`config.mk`:
```
export PLATFORM = sky130hd
export DESIGN_NAME = bisr_session_ctrl
export DESIGN_NICKNAME = d
export VERILOG_FILES = /design/src/rtl/bisr_session_ctrl.sv
export SDC_FILE = /design/constraint.sdc
export NUM_CORES = 1
export LEC_CHECK = 0
export BUFFER_PORTS_ARGS = -buffer_cell sky130_fd_sc_hd__buf_2
export CAP_MARGIN = 10
export CORE_MARGIN = 5
export CORE_UTILIZATION = 30
export DETAILED_ROUTE_END_ITERATION = 12
export GPL_ROUTABILITY_DRIVEN = 0
export SLEW_MARGIN = 20
export SYNTH_ARGS = -nofsm -noshare
export SYNTH_HDL_FRONTEND = slang
export SYNTH_SLANG_ARGS = --single-unit
```
`constraint.sdc`:
```
create_clock -name clk -period 44.7 [get_ports clk]
set_clock_uncertainty 0.1 [all_clocks]
set_input_delay 4.47 -clock clk [delete_from_list [all_inputs] [get_ports clk]]
set_output_delay 4.47 -clock clk [all_outputs]
set_load 0.01 [all_outputs]
```
`src/rtl/bisr_session_ctrl.sv`:
```
// Session-level BISR sequencer: STW self-test, per-column fault scan into a multi-spare repair map, matmul launch gating.
// Optional periodic re-test is compiled in with `define BISR_PERIODIC_TEST_EN.
module bisr_session_ctrl #(
  parameter int unsigned ROWS           = 4,
  parameter int unsigned COLS           = 4,
  parameter int unsigned SPARES_PER_COL = 1,
  parameter int unsigned TEST_PERIOD    = 16,
  parameter int unsigned CNT_W          = 8,
  parameter int unsigned STW_TIMEOUT    = 1024
) (
  input  logic                                               clk,
  input  logic                                               rst_n,
  input  logic                                               inputs_rdy,
  input  logic                                               fsm_rdy,
  input  logic                                               matmul_done,
  input  logic                                               stw_complete,
  input  logic [ROWS*COLS-1:0]                               stw_result_mat,
  output logic                                               stw_en,
  output logic                                               start_matmul,
  output logic [COLS*SPARES_PER_COL*($clog2(ROWS)+1)-1:0]    repair_map,
  output logic                                               repair_valid,
  output logic                                               unrepairable,
  output logic                                               stw_timeout,
  output logic [$clog2(ROWS*COLS+1)-1:0]                     fault_cnt,
  output logic [CNT_W-1:0]                                   matmul_cnt,
  output logic                                               busy
);

  localparam int unsigned RW    = $clog2(ROWS);
  localparam int unsigned SW    = RW + 1;
  localparam int unsigned MAP_W = COLS * SPARES_PER_COL * SW;
  localparam int unsigned FW    = $clog2(ROWS*COLS+1);
  localparam int unsigned PW    = $clog2(ROWS+1);
  localparam int unsigned CW    = (COLS > 1) ? $clog2(COLS) : 1;
  localparam int unsigned TW    = $clog2(STW_TIMEOUT+1);

  typedef enum logic [2:0] {S_SELFTEST, S_SCAN, S_IDLE, S_RUN, S_FAULT} state_t;

  state_t                 state, state_d;
  logic [CW-1:0]          col, col_d;
  logic [TW-1:0]          tmo_cnt, tmo_cnt_d;
  logic [ROWS*COLS-1:0]   mat_q, mat_d;
  logic [MAP_W-1:0]       map_d, scan_map;
  logic [FW-1:0]          fcnt_d;
  logic [CNT_W-1:0]       mcnt_d;
  logic                   unrep_d, tmo_flag_d, start_d, stw_en_d, busy_d, rv_d;
  logic [ROWS-1:0]        col_bits;
  logic [PW-1:0]          col_pop;
  int unsigned            fill;

`ifdef BISR_PERIODIC_TEST_EN
  localparam int unsigned PERW = $clog2(TEST_PERIOD+1);
  logic [PERW-1:0] period_cnt, period_d, period_inc;
  assign period_inc = period_cnt + 1'b1;
`endif

  // Column selected by the scan pointer: its fault bits, popcount and slot assignment
  always_comb begin
    col_bits = '0;
    col_pop  = '0;
    scan_map = repair_map;
    fill     = 0;
    for (int c = 0; c < COLS; c++) begin
      if (CW'(c) == col) col_bits = mat_q[c*ROWS +: ROWS];
    end
    for (int r = 0; r < ROWS; r++) col_pop = col_pop + PW'(col_bits[r]);
    for (int c = 0; c < COLS; c++) begin
      if (CW'(c) == col) begin
        for (int r = 0; r < ROWS; r++) begin
          if (col_bits[r] && (fill < SPARES_PER_COL)) begin
            scan_map[(c*SPARES_PER_COL + fill)*SW +: SW] = {1'b1, RW'(r)};
            fill = fill + 1;
          end
        end
      end
    end
  end

  // Next-state and next-output logic
  always_comb begin
    state_d    = state;
    col_d      = col;
    tmo_cnt_d  = tmo_cnt;
    mat_d      = mat_q;
    map_d      = repair_map;
    fcnt_d     = fault_cnt;
    unrep_d    = unrepairable;
    tmo_flag_d = stw_timeout;
    mcnt_d     = matmul_cnt;
    start_d    = 1'b0;
`ifdef BISR_PERIODIC_TEST_EN
    period_d   = period_cnt;
`endif
    case (state)
      S_SELFTEST: begin
        if (stw_complete) begin
          mat_d   = stw_result_mat;
          map_d   = '0;
          fcnt_d  = '0;
          col_d   = '0;
          state_d = S_SCAN;
        end else if (tmo_cnt == TW'(STW_TIMEOUT-1)) begin
          tmo_flag_d = 1'b1;
          state_d    = S_FAULT;
        end else begin
          tmo_cnt_d = tmo_cnt + 1'b1;
        end
      end
      S_SCAN: begin
        map_d  = scan_map;
        fcnt_d = fault_cnt + FW'(col_pop);
        if (32'(col_pop) > SPARES_PER_COL) unrep_d = 1'b1;
        if (col == CW'(COLS-1)) state_d = unrep_d ? S_FAULT : S_IDLE;
        else                    col_d   = col + 1'b1;
      end
      S_IDLE: begin
        if (inputs_rdy && fsm_rdy) begin
          start_d = 1'b1;
          state_d = S_RUN;
        end
      end
      S_RUN: begin
        if (matmul_done) begin
          if (matmul_cnt != '1) mcnt_d = matmul_cnt + 1'b1;
          state_d = S_IDLE;
`ifdef BISR_PERIODIC_TEST_EN
          period_d = period_inc;
          if (period_inc == PERW'(TEST_PERIOD)) begin
            state_d   = S_SELFTEST;
            period_d  = '0;
            tmo_cnt_d = '0;
          end
`endif
        end
      end
      default: state_d = S_FAULT;
    endcase
    stw_en_d = (state_d == S_SELFTEST);
    busy_d   = (state_d inside {S_SELFTEST, S_SCAN, S_RUN});
    // Map is only advertised once a full scan has passed and until the next self-test
    rv_d     = (state_d inside {S_IDLE, S_RUN});
  end

  always_ff @(posedge clk or negedge rst_n) begin
    if (!rst_n) begin
      state        <= S_SELFTEST;
      col          <= '0;
      tmo_cnt      <= '0;
      mat_q        <= '0;
      repair_map   <= '0;
      fault_cnt    <= '0;
      unrepairable <= 1'b0;
      stw_timeout  <= 1'b0;
      matmul_cnt   <= '0;
      start_matmul <= 1'b0;
      stw_en       <= 1'b0;
      busy         <= 1'b0;
      repair_valid <= 1'b0;
    end else begin
      state        <= state_d;
      col          <= col_d;
      tmo_cnt      <= tmo_cnt_d;
      mat_q        <= mat_d;
      repair_map   <= map_d;
      fault_cnt    <= fcnt_d;
      unrepairable <= unrep_d;
      stw_timeout  <= tmo_flag_d;
      matmul_cnt   <= mcnt_d;
      start_matmul <= start_d;
      stw_en       <= stw_en_d;
      busy         <= busy_d;
      repair_valid <= rv_d;
    end
  end

`ifdef BISR_PERIODIC_TEST_EN
  always_ff @(posedge clk or negedge rst_n) begin
    if (!rst_n) period_cnt <= '0;
    else        period_cnt <= period_d;
  end
`endif

endmodule

```
# [Yosys cells after proc, flatten, opt, wreduce, memory -nomap -nowiden]
# Index checks and enable logic that the tools add are counted.
[word_totals] register_bits=63 latch_bits=0 ramBits=0 rom_bits=0 in_bits=22 word_cells=261 memories=0
[classes] add_sub_neg=44 multipliers=15 div=0 n_lt_le_gt_ge=16 eq_ne=14 shift=30 n_mux=99 bitwise=2 n_reduce_logical=28
[ops] op="$mux W32" n=29
[ops] op="$neg A32 Y34" n=15
[ops] op="$shift A3 B34 Y12 const A" n=15
[ops] op="$shiftx A3 B34 Y12 const A" n=15
[ops] op="$lt A32 B1 Y1 const B" n=15
[ops] op="$mul A32 B2 Y32 const B" n=15
[ops] op="$add A32 B1 Y32 const B" n=14
[ops] op="$mux W12" n=31
[ops] op="$add A2 B32 Y32 const A" n=8
[ops] op="$bwmux W12" n=15
[ops] op="$mux W3" n=8
[ops] op="$pmux W12 S2" n=1
[ops] op="$logic_and A1 B1 Y1" n=16
[ops] op="$mux W4" n=4
[ops] op="$eq A3 B2 Y1 const B" n=4
[ops] op="$pmux W3 S4" n=1
[ops] op="$reduce_and A3 Y1" n=4
[ops] op="$add A11 B1 Y11 const B" n=1
[ops] op="$eq A11 B10 Y1 const B" n=1
[ops] op="$pmux W5 S2" n=1
[ops] op="$add A8 B1 Y8 const B" n=1
[ops] op="$ne A8 B8 Y1 const B" n=1
[ops] op="$eq A3 B1 Y1 const B" n=2
[ops] op="$logic_not A3 Y1" n=2
[ops] op="19 further kinds" n=29

# [Longest topological paths before layout]
# Gate-level depths: netlist of run 1.
[depth] ltp_word=71 ltp_mapped=110

# [Worst setup path after synthesis of run 1]
# OpenSTA, ideal clock, no wires.
[synth_timing] path_kind="register -> register" start="register col[0]" end="register repair_map[8]" setup_ps=87 t_arrival_ps=21602 path_slack_ps=22911 path_stages_with_launch=100 path_buffers=7 period_less_slack_ps=21789 cell_sequence="dfrtp_1 > ha_1 > buf_6 > nor3b_1 > a311o_1 > inv_1 > buf_4 > ha_1 > inv_1 > nor2_4 > inv_1 > buf_2 > buf_1 > ha_1 > inv_1 > o211ai_4 > o211a_1 > nor2_2 > (+64 left out) > a21o_1 > ha_1 > xnor2_1 > inv_1 > fa_1 > a21o_1 > a21oi_1 > xnor2_1 > nor3_1 > nand3_1 > nor3_1 > o211ai_1 > nor2_1 > mux2i_1 > a211oi_1 > o211ai_2 > or4_1 > o211ai_1"
[synth_between] elab_chain_len=71 elab_cells_between_ends=196 cone_classes="37 x add/sub; 15 x mul; 15 x order compare; 3 x eq/ne; 30 x shift; 80 x mux; 16 x reduce/logical"
[synth_rtl] item="start: declaration" line_no="40" source="logic [CW-1:0] col, col_d;"
[synth_rtl] item="start signal: assignment" line_no="161" source="col <= col_d;"
[synth_rtl] item="$logic_not A2 Y1" line_no="64, 68"
[synth_rtl] item="$mux W4 (4 in series)" line_no="64" source="if (CW'(c) == col) col_bits = mat_q[c*ROWS +: ROWS];"
[synth_rtl] item="$mux W1" line_no="70" source="if (col_bits[r] && (fill < SPARES_PER_COL)) begin"
[synth_rtl] item="$mux W32" line_no="68" source="if (CW'(c) == col) begin"
[synth_rtl] item="$lt A32 B1 Y1" line_no="70"
[synth_rtl] item="$logic_and A1 B1 Y1" line_no="70"
[synth_rtl] item="$mux W32" line_no="70"
[synth_rtl] item="$mux W32" line_no="68"
[synth_rtl] item="(+52 left out)"
[synth_rtl] item="$add A2 B32 Y32" line_no="71" source="scan_map[(c*SPARES_PER_COL + fill)*SW +: SW] = {1'b1, RW'(r)};"
[synth_rtl] item="$mul A32 B2 Y32" line_no="71"
[synth_rtl] item="$neg A32 Y34" line_no="71"
[synth_rtl] item="$shiftx A3 B34 Y12 or $shift A3 B34 Y12 (tied branches)" line_no="71"
[synth_rtl] item="$bwmux W12" line_no="71"
[synth_rtl] item="$mux W12" line_no="70"
[synth_rtl] item="$mux W12 *" line_no="68"
[synth_rtl] item="$pmux W12 S2 *" line_no="94" source="case (state)"
[synth_rtl] item="end signal: assignment" line_no="164" source="repair_map <= map_d;"
[synth_rtl] item="end: declaration" line_no="20" source="output logic [COLS*SPARES_PER_COL*($clog2(ROWS)+1)-1:0] repair_map,"
# Every way passes the cells marked *; elsewhere a longest branch is shown, timed or not. The select of a mux whose other input is x is not followed.
# A chain may end at the register's enable or synchronous reset.

# [Worst setup path after layout of run 1]
[layout_timing] start="register col[0]" end="register repair_map[6]"
# Same word-level chain as after synthesis.

==> results of run 1 <==
worst max-delay path, delay by kind of cell (launching register included):
family                     cells  cell delay, ns
xor gates and xnor gates       5            1.70
and+or+nand+nor               35            9.41
buffers and inverters         13            2.76
AOI/OAI and AO/OA             23            6.49
muxes                          4            1.32
DFF                            1            0.42
adders and majority gates     16            4.87
worst max path at each step:
stage / from / to / slack [ns]
6_report: col[0] / repair_map[6] / 17.52
5_1_grt: col[0] / repair_map[6] / 15.17
4_1_cts: col[0] / repair_map[6] / 18.15
3_5_place_dp: col[0] / repair_map[6] / 18.21
3_3_place_gp: col[0] / repair_map[6] / 19.38
2_1_floorplan: col[0] / repair_map[8] / 22.91
Yosys cell counts, types with 49 or more instances:
master,n,area share (%)
ha_1,204,15
nor2_1,210,4.5
xnor2_1,112,5.6
nor3_1,100,2.9
nand3_1,83,2.4
inv_1,124,2.7
o21ai_0,124,3.5
a21oi_1,161,4.6
nand2_1,178,3.8
dfrtp_1,63,9.0
a21o_1,49,2.1
per-stage QoR:
step / setup WS, ns / hold WS [ns] / area (um2)
after floorplan: 22.91 / 0.3387 / 18160
after global placement: 19.38 / 0.3466 / 19220
after detailed placement: 18.21 / 0.3589 / 19220
after CTS: 18.15 / 0.3712 / 19500
after global routing: 15.17 / 0.3842 / 19500
final: 17.52 / 0.3720 / 19500
logic make-up after synthesis:
kind of cell / count (synthesis) / share of synthesized area (%)
other: 2 / 0.04291
DFF: 63 / 9.008
AOI/OAI and AO/OA: 756 / 30.41
muxes: 48 / 2.953
adders and majority gates: 214 / 15.73
xor gates and xnor gates: 165 / 8.858
and+or+nand+nor: 938 / 28.32
buffers and inverters: 204 / 4.683
flip-flops by register name, indices dropped and copies added (netlist names):
signal,flops
mat_q,16
repair_map,12
tmo_cnt,11
matmul_cnt,8
fault_cnt,5
state,3
col,2
busy,1
repair_valid,1
start_matmul,1
stw_en,1
stw_timeout,1
unrepairable,1
per-layer routing:
layer	up-vias	global-route usage, %
met1	8815	23.67
li1	9310	-
met3	144	1.948
met5	-	0
met2	743	27.24
met4	0	7.142
cell usage in the layout (no fill, tap or decap), types with 26 or more instances in the layout:
cell type and count:
and3_1 30, a21o_1 49, nor4_1 37, o21bai_1 29, nand3_1 83, nand4_1 46, o211ai_1 32, xnor2_1 112
conb_1 179, xor2_1 46, o21ai_0 124, o21a_1 26, inv_1 124, or3_1 34, ha_1 204, buf_2 51
nand2b_1 28, nor3_1 100, a211oi_1 31, a21oi_1 161, nor2_1 210, nand2_1 178, nor2b_1 29, dfrtp_1 63
a31oi_1 35
cell type report:
type,instances,share of cell area [%]
clock inverters,7,0.2503
repair buffers,68,1.964
inverters,141,2.766
flip-flops and latches,63,8.085
well taps,765,4.909
multi-input cells,2300,80.87
clock buffers,9,1.155
==> run metrics, run 1 <==
clock sink total 63; Avg WL per Cell roughly 17 um; Final Critical Period approximately 27 ns; TritonCTS Buffers 9; synth warn 0; Synth Register Bits 63; die area around 63000 um2; Multi-input gate area approximately 16000 um2; CP max FO 34; global-route wire length before repair around 90000 um; Layout area overhead 11.42%; count of final hold-check violations 0; Vias around 19000; Final HPWL DP between 40000 and 50000 um; fmax ~0.037 GHz; Skew-Pair Late Insertion Delay between 0.3 and 0.4 ns; RSZ-0062 raised after global routing no; Syn Inst Count about 2400; clk buf depth 2; Slew headroom 26.38%; hold-critical path depth 1; layout cells sized above 1 under 10%; Initial DRC Count ~1900; Die Wd 251.5 um; status finished clean; First-pass DRT Iterations 6; number of cell rows 88; routed wl met3 about 3700 um; Starting Density roughly 30%; Synth Cell Area approximately 18000 um2; Max-Cap Viols 0; Critical Path Start Type flip-flop; number of global-route vias before repair approximately 17000; Setup TNS 0 ns; Hold-fix buffers, CTS 0; Worst Hold Class reg -> reg; met2 wire length ~25000 um; Setup CP Type reg -> reg; initial antenna violation count 1; Synth Flop Type dfrtp_1; largest net degree at the start of global routing 64; core region area just under 60000 um2; Residual DRC 0; Detail Route Antenna Nets 0; Gates resized, CTS repair 0; worst reg2reg path depth 96; WHS Endpoint stw_timeout; critical path arrival approximately 27 ns; HP Start stw_timeout; fin cells 3353; Worst path max stage delay around 0.75 ns; Placed Cells 3337; die boundary height 251.5 um; IO Pins between 50 and 60; mean post-synth cell area between 7 and 8 um2; nature of the critical path endpoint flip-flop; Tcrit/Tclk final 60.82%; number of enable flip-flop cells after synthesis 0; post-CTS setup buffers 0; Slowest-stage cell, CP mux2i_1; # setup viols final 0; post-synth cell types around 120; asr flop ratio synth between 90% and 100%; RR Endpoint repair_map[6]; register area share after synthesis a little under a tenth; CTS tree yes; grt ovf 0; M1 WL 25900 um; Worst-path clk slew 0.06 ns; Post-Route WL 57570 um; FF/Latch Area ~1600 um2; Slew Viols, Final 0; slew at the pin closest to its max-slew limit between 1 and 1.5 ns; Final Core Density between 30% and 40%; CP required 44.84 ns; Critical Path Most Common Cell ha_1; nets 2819; Reg2Reg Launch Point col[0]; Via density approximately 5.7; gr usage total about 17%; ANT cells 0; root buf cell clkbuf_16; PortBufs 52; Fillers about 6300; worst reg-to-reg setup slack between 15 and 20 ns; Top Metal Used met4; H-Tree Depth 3
Power of run 1 is left out: the tool's default activity adds up to more than one toggle a clock period on the data nets, which glitch-free logic cannot reach.
==> inputs of run 2 (changes only) <==
--- a/config.mk
+++ b/config.mk
@@ -5,6 +5,7 @@
 export SDC_FILE = /design/constraint.sdc
 export NUM_CORES = 1
 export LEC_CHECK = 0
+export ABC_AREA = 1
 export BUFFER_PORTS_ARGS = -buffer_cell sky130_fd_sc_hd__buf_2
 export CAP_MARGIN = 10
 export CORE_MARGIN = 5
==> constraint.sdc (replaced) <==
create_clock -name clk -period 25.2 [get_ports clk]
set_clock_uncertainty 0.1 [all_clocks]
set_input_delay 2.52 -clock clk [delete_from_list [all_inputs] [get_ports clk]]
set_output_delay 2.52 -clock clk [all_outputs]
set_load 0.01 [all_outputs]
==> run 2 against run 1 <==
Effect of this change:
- clock-buffer cell count up 3
- synthesized cell count rose by 26%
- utilization rose by 0.27 points
- design area grew 1.2%
- sequential cell count did not move
- critical path depth rose by 14
- global-route usage down 2.4 points
- register-to-register slack worse by 12 ns
- sequential share of layout area shrank 0.094 points
- critical path type unchanged
- highest routed layer unchanged
==> run metrics, run 2 <==
worst setup margin 5.930 ns (-11.59 ns); CP max FO 23 (-32%); Final Core Density 34.06% (+0.27 points); Synth top cells by count nand2_1, inv_1, nor2_1; number of global-route vias before repair 17220 (+0.43%); Residual DRC 0 (unchanged); leading area contributor after synthesis nand2_1; Setup TNS 0 ns (unchanged); Avg WL per Cell 12.28 um (-28%); flip-flop count of the largest register after layout 16 (unchanged); Placed Cells 3991 (+20%); Placement Cell Area 19430 um2 (+1.0%); CP Launch Point col[0]; RSZ-0062 raised after global routing no; Worst path max stage delay 0.53 ns (-0.22 ns); Synth Register Bits 63 (unchanged); cell area after layout 19730 um2 (+1.2%); root buf cell clkbuf_16; hold-critical path depth 1 (unchanged); Slew Viols, Final 0 (unchanged); Skew-Pair Late Insertion Delay 0.32 ns (-0.02 ns); gr usage total 14.72% (-2.4 points); die boundary height 252.5 um (+0.38%); Fillers 6589 (+5.1%); First-pass DRT Iterations 6 (unchanged); Via density 4.821 (-15%); CTS tree yes; clock sink total 63 (unchanged); count leader, synth nand2_1; clk buf depth 2 (unchanged); nets 3473 (+23%); Max-Cap Viols 0 (unchanged); global-route wire length before repair 82060 um (-9.9%); slew at the pin closest to its max-slew limit 0.9877 ns (-0.1088 ns); fin cells 4007 (+20%); asr flop ratio synth 100.0% (unchanged); RR Endpoint repair_map[3]; TritonCTS Buffers 9 (unchanged); most frequent cells in the layout nand2_1, inv_1, nor2_1, nand3_1, ha_1; CP required 25.36 ns (-19.48 ns); Final Critical Period 19.27 ns (-7.915 ns); largest net degree at the start of global routing 64 (unchanged); VDD IR max 0.03151 mV; Final HPWL DP 41630 um (-12%); fmax 0.05189 GHz (+41%); Slowest-stage cell, CP ha_1; pre-CTS setup slack 6.171 ns (-12.04 ns); register area share after synthesis 8.938% (-0.070 points); nature of the critical path endpoint flip-flop; Detail Route Antenna Nets 0 (unchanged); ANT cells 0 (unchanged); Reg2Reg Launch Point col[0]; synth warn 0 (unchanged); synth top area cells nand2_1, ha_1, dfrtp_1; Final Power around 0.53 mW; power density over cell area 26.73 nW/um2; initial antenna violation count 0 (-1); share of the synthesized area in the top cell type 16.19% (+1.6 points); Hold-fix buffers, CTS 0 (unchanged); post-CTS setup buffers 0 (unchanged); Syn Inst Count 3016 (+26%); Initial DRC Count 1533 (-20%); Synth Cell Area 17640 um2 (+0.79%); number of cell rows 88 (unchanged); most common cell after layout, fill and taps aside nand2_1; worst reg2reg path depth 110 (+15%); Setup CP Type reg -> reg; Slew headroom 33.91% (+7.5 points); Tcrit/Tclk final 76.47% (+16 points); Critical Path Start Type flip-flop; post-synth cell types 75 (-40%); Synth Flop Type dfrtp_1; largest registers mat_q (16), repair_map (12), tmo_cnt (11); critical path arrival 19.43 ns (-7.90 ns); HP Start tmo_cnt[9]; Starting Density 30.45% (+0.12 points); core region area 57920 um2 (+0.38%); Worst-path clk slew 0.06 ns (about the same); number of enable flip-flop cells after synthesis 0 (unchanged); cell leakage power about 11 nW; Top reg by flops mat_q; count of final hold-check violations 0 (unchanged); Die Wd 252.5 um (+0.38%); H-Tree Depth 3 (unchanged); WHS Endpoint tmo_cnt[9]; Gates resized, CTS repair 0 (unchanged); Layout area overhead 11.85%; Worst Hold Class reg -> reg; Critical Path Most Common Cell nand2_1; grt ovf 0 (unchanged); # setup viols final 0 (unchanged); worst hold slack 0.3695 ns (-0.002555 ns); IO Pins 53 (unchanged); Vias 19320 (+1.6%); die area 63740 um2 (+0.76%); layout cells sized above 1 7.033% (-1.0 points); Post-Route WL 49210 um (-15%); PortBufs 52 (unchanged); mean post-synth cell area 5.848 um2 (-20%); status finished clean; worst reg-to-reg setup slack 5.93 ns (-11.59 ns)
-- run 2: cell count changes after synthesis, sizes merged, moves of 45 or more --
cell / change
nand2: +625
inv: +292
nand3: +209
nor2: +161
xnor2: -84
xor2: +45
-- run 2: worst max-delay path: cells and delay by family, from the launching register on --
family | cells | cell delay [ns]
AO/OA/AOI/OAI | 9 | 2.28
adder cells (fa/ha/maj) | 16 | 4.55
AND/OR/NAND/NOR | 63 | 8.53
XOR/XNOR | 1 | 0.19
buffers and inverters | 21 | 3.08
flip-flops | 1 | 0.40
-- run 2: how the worst max path moves through the flow --
stage                                end  depth (start not counted)  slack [ns]
after global placement     repair_map[3]                        107        6.76
after floorplan           repair_map[11]                        110        9.43
final                      repair_map[3]                        110        5.93
after detailed placement  repair_map[11]                        110        6.17
after CTS                 repair_map[11]                        110        6.13
after global routing       repair_map[3]                        114        3.99
-- run 2: area by class of cell --
class | count | area [um2] | share of cell area (%)
Timing Repair Buffer | 59 | 312.8 | 1.586
Inverter | 430 | 1619 | 8.207
Clock inverter | 4 | 55.05 | 0.2791
Sequential cell | 63 | 1577 | 7.991
Tap cell | 765 | 957.2 | 4.852
Multi-Input combinational cell | 2674 | 14960 | 75.84
Clock buffer | 12 | 246.5 | 1.249
-- run 2: per-layer routing --
metal  track usage [%]  vias to the layer above  routed length [um]
li1                  -                    10290                   -
met2             24.48                      470               21980
met4             2.543                        0                 850
met5                 0                        -                   0
met1             21.23                     8498               24050
met3             1.039                       59                2325
-- run 2: kinds of logic (layout without fill, tap and decap cells) --
logic type | Yosys count | in the layout | synth area share (%)
compound gates | 435 | 435 | 14.61
xor+xnor | 123 | 123 | 6.108
fa+ha+maj | 214 | 214 | 15.61
buf+inv | 456 | 505 | 10.01
flops | 63 | 63 | 8.938
mux | 2 | 2 | 0.1206
other cells | 2 | 179 | 0.04258
simple gates | 1721 | 1721 | 44.57
-- run 2: power breakdown --
group          switching, mW  internal [mW]  total, mW
combinational          0.205         0.0940      0.299
clock                 0.0446         0.0796      0.124
sequential          0.000911          0.103      0.104
No activity file was read; power rests on OpenSTA's default activity.
